`src/rtl/proc_pulse_output.sv`:
```
// Avalon-MM output port: a WIDTH-bit level register with set/clear access,
// plus timed one-shot inversion pulses, latched completion flags and a maskable irq.
module proc_pulse_output #(
    parameter int WIDTH = 20,
    parameter int CNT_W = 16
) (
    input  logic             clk,
    input  logic             reset,
    input  logic [2:0]       address,
    input  logic             chipselect,
    input  logic             write_n,
    input  logic [31:0]      writedata,
    output logic [31:0]      readdata,
    output logic             irq,
    output logic [WIDTH-1:0] out_port
);

    localparam logic [2:0] A_DATA      = 3'd0;
    localparam logic [2:0] A_SET       = 3'd1;
    localparam logic [2:0] A_CLR       = 3'd2;
    localparam logic [2:0] A_PULSE_LEN = 3'd3;
    localparam logic [2:0] A_PULSE     = 3'd4;
    localparam logic [2:0] A_DONE      = 3'd5;
    localparam logic [2:0] A_IRQ_MASK  = 3'd6;

    typedef enum logic {IDLE, BUSY} state_t;

    state_t             state;
    logic [WIDTH-1:0]   data_reg;
    logic [WIDTH-1:0]   active;
    logic [WIDTH-1:0]   done;
    logic [WIDTH-1:0]   irq_mask;
    logic [CNT_W-1:0]   pulse_len;
    logic [CNT_W-1:0]   cnt;

    logic               wr;
    logic [WIDTH-1:0]   wd_w;
    logic [CNT_W-1:0]   wd_c;
    logic [CNT_W-1:0]   len_eff;
    logic               trigger;
    logic               expire;
    logic [WIDTH-1:0]   done_clr;
    logic [31:0]        rd_mux;
    logic               unused_wd;

    assign wr       = chipselect & ~write_n;
    assign wd_w     = writedata[WIDTH-1:0];
    assign wd_c     = writedata[CNT_W-1:0];
    assign len_eff  = (pulse_len == '0) ? CNT_W'(1) : pulse_len;
    assign trigger  = wr && (address == A_PULSE) && (wd_w != '0);
    // A retrigger on the final count reloads instead of expiring.
    assign expire   = (state == BUSY) && (cnt == CNT_W'(1)) && !trigger;
    assign done_clr = (wr && (address == A_DONE)) ? wd_w : '0;
    assign irq      = |(done & irq_mask);
    assign unused_wd = &{1'b0, writedata};

    always_comb begin
        rd_mux = '0;
        case (address)
            A_DATA, A_SET, A_CLR: rd_mux = 32'(data_reg);
            A_PULSE_LEN:          rd_mux = 32'(pulse_len);
            A_PULSE:              rd_mux = 32'(active);
            A_DONE:               rd_mux = 32'(done);
            A_IRQ_MASK:           rd_mux = 32'(irq_mask);
            default:              rd_mux = '0;
        endcase
    end

    always_ff @(posedge clk or posedge reset) begin
        if (reset) begin
            state     <= IDLE;
            data_reg  <= '0;
            active    <= '0;
            done      <= '0;
            irq_mask  <= '0;
            pulse_len <= CNT_W'(1);
            cnt       <= '0;
            readdata  <= '0;
            out_port  <= '0;
        end else begin
            if (wr) begin
                case (address)
                    A_DATA:      data_reg  <= wd_w;
                    A_SET:       data_reg  <= data_reg | wd_w;
                    A_CLR:       data_reg  <= data_reg & ~wd_w;
                    A_PULSE_LEN: pulse_len <= wd_c;
                    A_IRQ_MASK:  irq_mask  <= wd_w;
                    default:     ;
                endcase
            end

            // Shared down-counter: any trigger reloads and extends every active bit.
            if (trigger) begin
                active <= active | wd_w;
                cnt    <= len_eff;
                state  <= BUSY;
            end else if (state == BUSY) begin
                if (cnt == CNT_W'(1)) begin
                    active <= '0;
                    state  <= IDLE;
                end else begin
                    cnt <= cnt - CNT_W'(1);
                end
            end

            // Expiry set takes priority over a same-cycle write-1-to-clear.
            done     <= (done & ~done_clr) | (expire ? active : '0);
            out_port <= data_reg ^ active;
            readdata <= rd_mux;
        end
    end

endmodule
```
`config.mk`:
```
export PLATFORM = sky130hd
export DESIGN_NAME = proc_pulse_output
export DESIGN_NICKNAME = d
export VERILOG_FILES = /design/src/rtl/proc_pulse_output.sv
export SDC_FILE = /design/constraint.sdc
export NUM_CORES = 1
export LEC_CHECK = 0
export CAP_MARGIN = 20
export CORE_MARGIN = 2
export CORE_UTILIZATION = 50
export DETAILED_ROUTE_END_ITERATION = 10
export GPL_TIMING_DRIVEN = 0
export PLACE_DENSITY = 0.84
export RECOVER_POWER = 100
export SYNTH_ARGS = -nofsm -noshare
export SYNTH_HDL_FRONTEND = slang
export SYNTH_SLANG_ARGS = --single-unit
```
`constraint.sdc`:
```
create_clock -name clk -period 4.73 [get_ports clk]
set_input_delay 0.473 -clock clk [delete_from_list [all_inputs] [get_ports clk]]
set_output_delay 0.473 -clock clk [all_outputs]
set_load 0.02 [all_outputs]
```
==> impl_table.tex <==
\begin{tabular}{lr}
\hline
Metric & Value \\
\hline
\multicolumn{2}{l}{\textbf{Run status}} \\
Outcome & complete, but fails checks \\
Violations in the final reports & max-capacitance violations, max-slew violations \\
\multicolumn{2}{l}{\textbf{Detailed routing}} \\
Number of nets with antenna violations after routing & 0 \\
Final wirelength & 21600 µm \\
Drt drc & 0 \\
Iteration-0 DRC count of the detailed router & 759 \\
Routed vias/inst & 6.53 \\
Via count & 5996 \\
Routed wirelength normalized by instance count & 23.5 µm \\
First-pass DRT Iterations & 5 \\
\multicolumn{2}{l}{\textbf{Critical path}} \\
Highest net fanout along the worst path & 10 \\
Kind of end point of the critical path & flop \\
Worst-path cell with the longest stage delay & dlygate4sd3\_1 \\
Crit-path cells & dlygate4sd3\_1, nor4\_1, nand3\_1, o21ai\_0, clkbuf\_1, clkbuf\_1, a22oi\_1 \\
Crit path buffers/inverters & 3 \\
Largest stage delay on the critical path & 0.64 ns \\
Delay-heaviest family, CP & buffers and inverters \\
Arrival time at the worst endpoint & 3.62 ns \\
Cell mode on critical path & clkbuf\_1 \\
Required time of the critical path & 4.99 ns \\
Classification of the worst setup path & in -> reg \\
Kind of start point of the critical path & primary input \\
\multicolumn{2}{l}{\textbf{Timing}} \\
Setup violators final & 0 \\
RSZ-0062 raised after global routing & false \\
Slew at the pin with the worst max-slew slack & 1.75 ns \\
Max Clock Skew & 0.00733 ns \\
Final Hold Viols & 0 \\
Tmin final & 3.36 ns \\
Fin crit share & 0.710 \\
Max\_slew headroom & -0.164 \\
Total count of max-transition violations in the final report & 70 \\
F\_max & 298 MHz \\
\multicolumn{2}{l}{\textbf{GRT}} \\
Antenna violations before repair & 0 \\
Gr ovfl total & 0 \\
Overall fraction of global-route tracks in use & 0.297 \\
Largest net degree at the start of global routing & 86 \\
Via count of the first global-routing pass & 6073 \\
Global-route wire length before repair & 33400 µm \\
\multicolumn{2}{l}{\textbf{Yosys}} \\
Fraction of the yosys area taken by sequential cells & 0.532 \\
Biggest area consumer among synthesized cells & dfrtp\_1 \\
Count of warnings emitted by yosys & 0 \\
Post-synth ARST share & 1.00 \\
Number of enable-type register cells in the synthesized netlist & 0 \\
Synth top cells by count & dfrtp\_1, nand2\_1, a32o\_1 \\
Mean instance size in the synthesized netlist & 11.4 µm² \\
Synthesized netlist cell count & 630 \\
Synth unique cells & 52 \\
Most common cell in the synthesized netlist & dfrtp\_1 \\
Top cell type's share of synthesized area & 0.529 \\
Number of synthesized register bits & 153 \\
Top\_reg\_cell synth & dfrtp\_1 \\
Top cells by area in the synthesized netlist & dfrtp\_1, mux2\_2, a32o\_1 \\
Post-Syn Area & 0.00719 mm² \\
\multicolumn{2}{l}{\textbf{Final layout}} \\
Fraction of layout instances using a drive strength above 1 & 0.126 \\
Fill cell total of the finished layout & 1084 \\
Final Cell Area & 0.00870 mm² \\
Fin cells & 918 \\
Diode insertion count for antenna repair & 0 \\
Area added between synthesis and finish & 20.9\% \\
Nets & 767 \\
\multicolumn{2}{l}{\textbf{Floorplan}} \\
Standard cell core area & 0.0140 mm² \\
Die height & 124 µm \\
Number of top-level pins & 92 \\
Die ar. & 0.0154 mm² \\
Starting density of the core & 0.514 \\
Total number of placement rows & 43 \\
Die W & 124 µm \\
\multicolumn{2}{l}{\textbf{Clock network}} \\
CTS Hold Buffers Added & 0 \\
Clock edge transition at the registers on the reported setup and hold paths & 0.06 ns \\
Clock root buffer & clkbuf\_16 \\
TritonCTS Buffers & 17 \\
CTS H-tree lvls & 4 \\
TritonCTS clock tree & yes \\
\# Post-CTS Setup Buffers & 0 \\
Clock Tree Buf Depth & 2 \\
Sink count of the clock tree & 153 \\
Clock insertion delay at the later pin of the skew report & 0.43 ns \\
Post\_cts resized & 0 \\
\multicolumn{2}{l}{\textbf{Power and ir drop}} \\
P\_leak & 3.62 nW \\
VDD IR-drop max & 0.271 mV \\
Pwr/cell area & 452 mW/mm² \\
\multicolumn{2}{l}{\textbf{Placed design}} \\
Standard cell area after detailed placement & 0.00814 mm² \\
Count of input and output buffers & 65 \\
Placer congestion estimate & 0.956 \\
Cells after DPL & 887 \\
Detailed-placement wirelength estimate & 14300 µm \\
\multicolumn{2}{l}{\textbf{Worst hold path}} \\
Min-Delay Path Class & reg -> reg \\
\multicolumn{2}{l}{\textbf{Job}} \\
Number of max-cap violations & 1 \\
\hline
\end{tabular}
==> cells in the final DEF, fill, tap and decap left out, types with 3 or more instances in the layout <==
| cell type | Yosys | final |
|---|---|---|
| a22o_1 | 21 | 21 |
| mux2i_1 | 17 | 17 |
| xor2_1 | 20 | 20 |
| a31oi_1 | 14 | 14 |
| and3_1 | 3 | 3 |
| nand2b_1 | 3 | 3 |
| nand2_1 | 50 | 50 |
| a221o_1 | 15 | 15 |
| a21oi_1 | 14 | 14 |
| nor2_1 | 19 | 19 |
| clkinv_4 | 0 | 3 |
| dfrtp_1 | 152 | 152 |
| or3_1 | 10 | 10 |
| bufinv_16 | 0 | 3 |
| mux2_2 | 38 | 37 |
| inv_1 | 19 | 18 |
| a221oi_1 | 4 | 4 |
| nor3_1 | 5 | 6 |
| clkdlybuf4s50_1 | 0 | 21 |
| o211ai_1 | 15 | 15 |
| buf_2 | 17 | 8 |
| clkbuf_1 | 29 | 42 |
| nor2b_1 | 11 | 11 |
| o21ai_0 | 15 | 17 |
| buf_4 | 12 | 12 |
| dlygate4sd3_1 | 0 | 44 |
| a22oi_1 | 19 | 19 |
| a32o_1 | 40 | 40 |
| clkbuf_16 | 0 | 17 |
| o31ai_1 | 4 | 4 |
| a211oi_1 | 14 | 14 |
| nor4_1 | 10 | 10 |
| or4_1 | 6 | 6 |
| conb_1 | 1 | 12 |
==> where the power goes <==
group          internal, mW  switching, mW  total (mW)
Combinational         0.362          0.390       0.752
Clock                 0.843          0.542        1.39
Sequential             1.55          0.245        1.80
==> stage by stage <==
step | total power, mW | worst slack, ns | setup TNS (ns) | util | hold WS [ns]
2_1_floorplan | 2.22 | 0.137 | 0 | - | 0.460
3_3_place_gp | 2.53 | -1.68 | -254.38 | 0.580 | 0.479
3_5_place_dp | 2.58 | 1.66 | 0 | 0.582 | 0.485
5_1_grt | 4.09 | 1.09 | 0 | 0.622 | 0.520
6_report | 3.93 | 1.37 | 0 | 0.622 | 0.497
4_1_cts | 3.96 | 1.92 | 0 | 0.625 | 0.493
==> path summary, 6_finish.rpt <==
kind	startpoint	to	slack, ns	depth (start not counted)
min in group asynchronous	reset	readdata[17]$_DFF_PP0_	0.68	2
worst max-delay path	writedata[12]	active[13]$_DFFE_PP0P_	1.37	7
worst max register to register	cnt[1]$_DFFE_PP0P_	done[14]$_DFF_PP0_	2.36	9
worst min-delay path	data_reg[15]$_DFFE_PP0P_	out_port[15]$_DFF_PP0_	0.50	1
worst min register to register	data_reg[15]$_DFFE_PP0P_	out_port[15]$_DFF_PP0_	0.50	1
max in group asynchronous	reset	pulse_len[3]$_DFFE_PP0P_	1.88	3
==> cell families after synthesis <==
family,after synthesis,share of synthesized area
adder cells (fa/ha/maj),2,0.00348
XOR/XNOR,20,0.0243
AO/OA/AOI/OAI,186,0.207
flip-flops,153,0.532
other,1,0.000521
multiplexers,56,0.0847
buffers and inverters,78,0.0499
AND/OR/NAND/NOR,134,0.0972
==> routing by layer <==
layer	up-vias	share of wire	global-route usage
met1	2913	0.38	0.379
met3	84	0.10	0.0865
li1	2570	-	-
met5	-	0	0
met2	429	0.47	0.461
met4	0	0.045	0.157
==> area by class of cell <==
type	count	area, µm²	area share
inverter	19	76.3	0.00877
timing repair buffer	66	656	0.0754
buffer	59	277	0.0318
clock buffer	21	450	0.0518
clock inverter	10	145	0.0167
tap	180	225	0.0259
sequential	153	3830	0.440
multi-input combinational	410	3040	0.350
No activity file was read; power rests on OpenSTA's default activity.
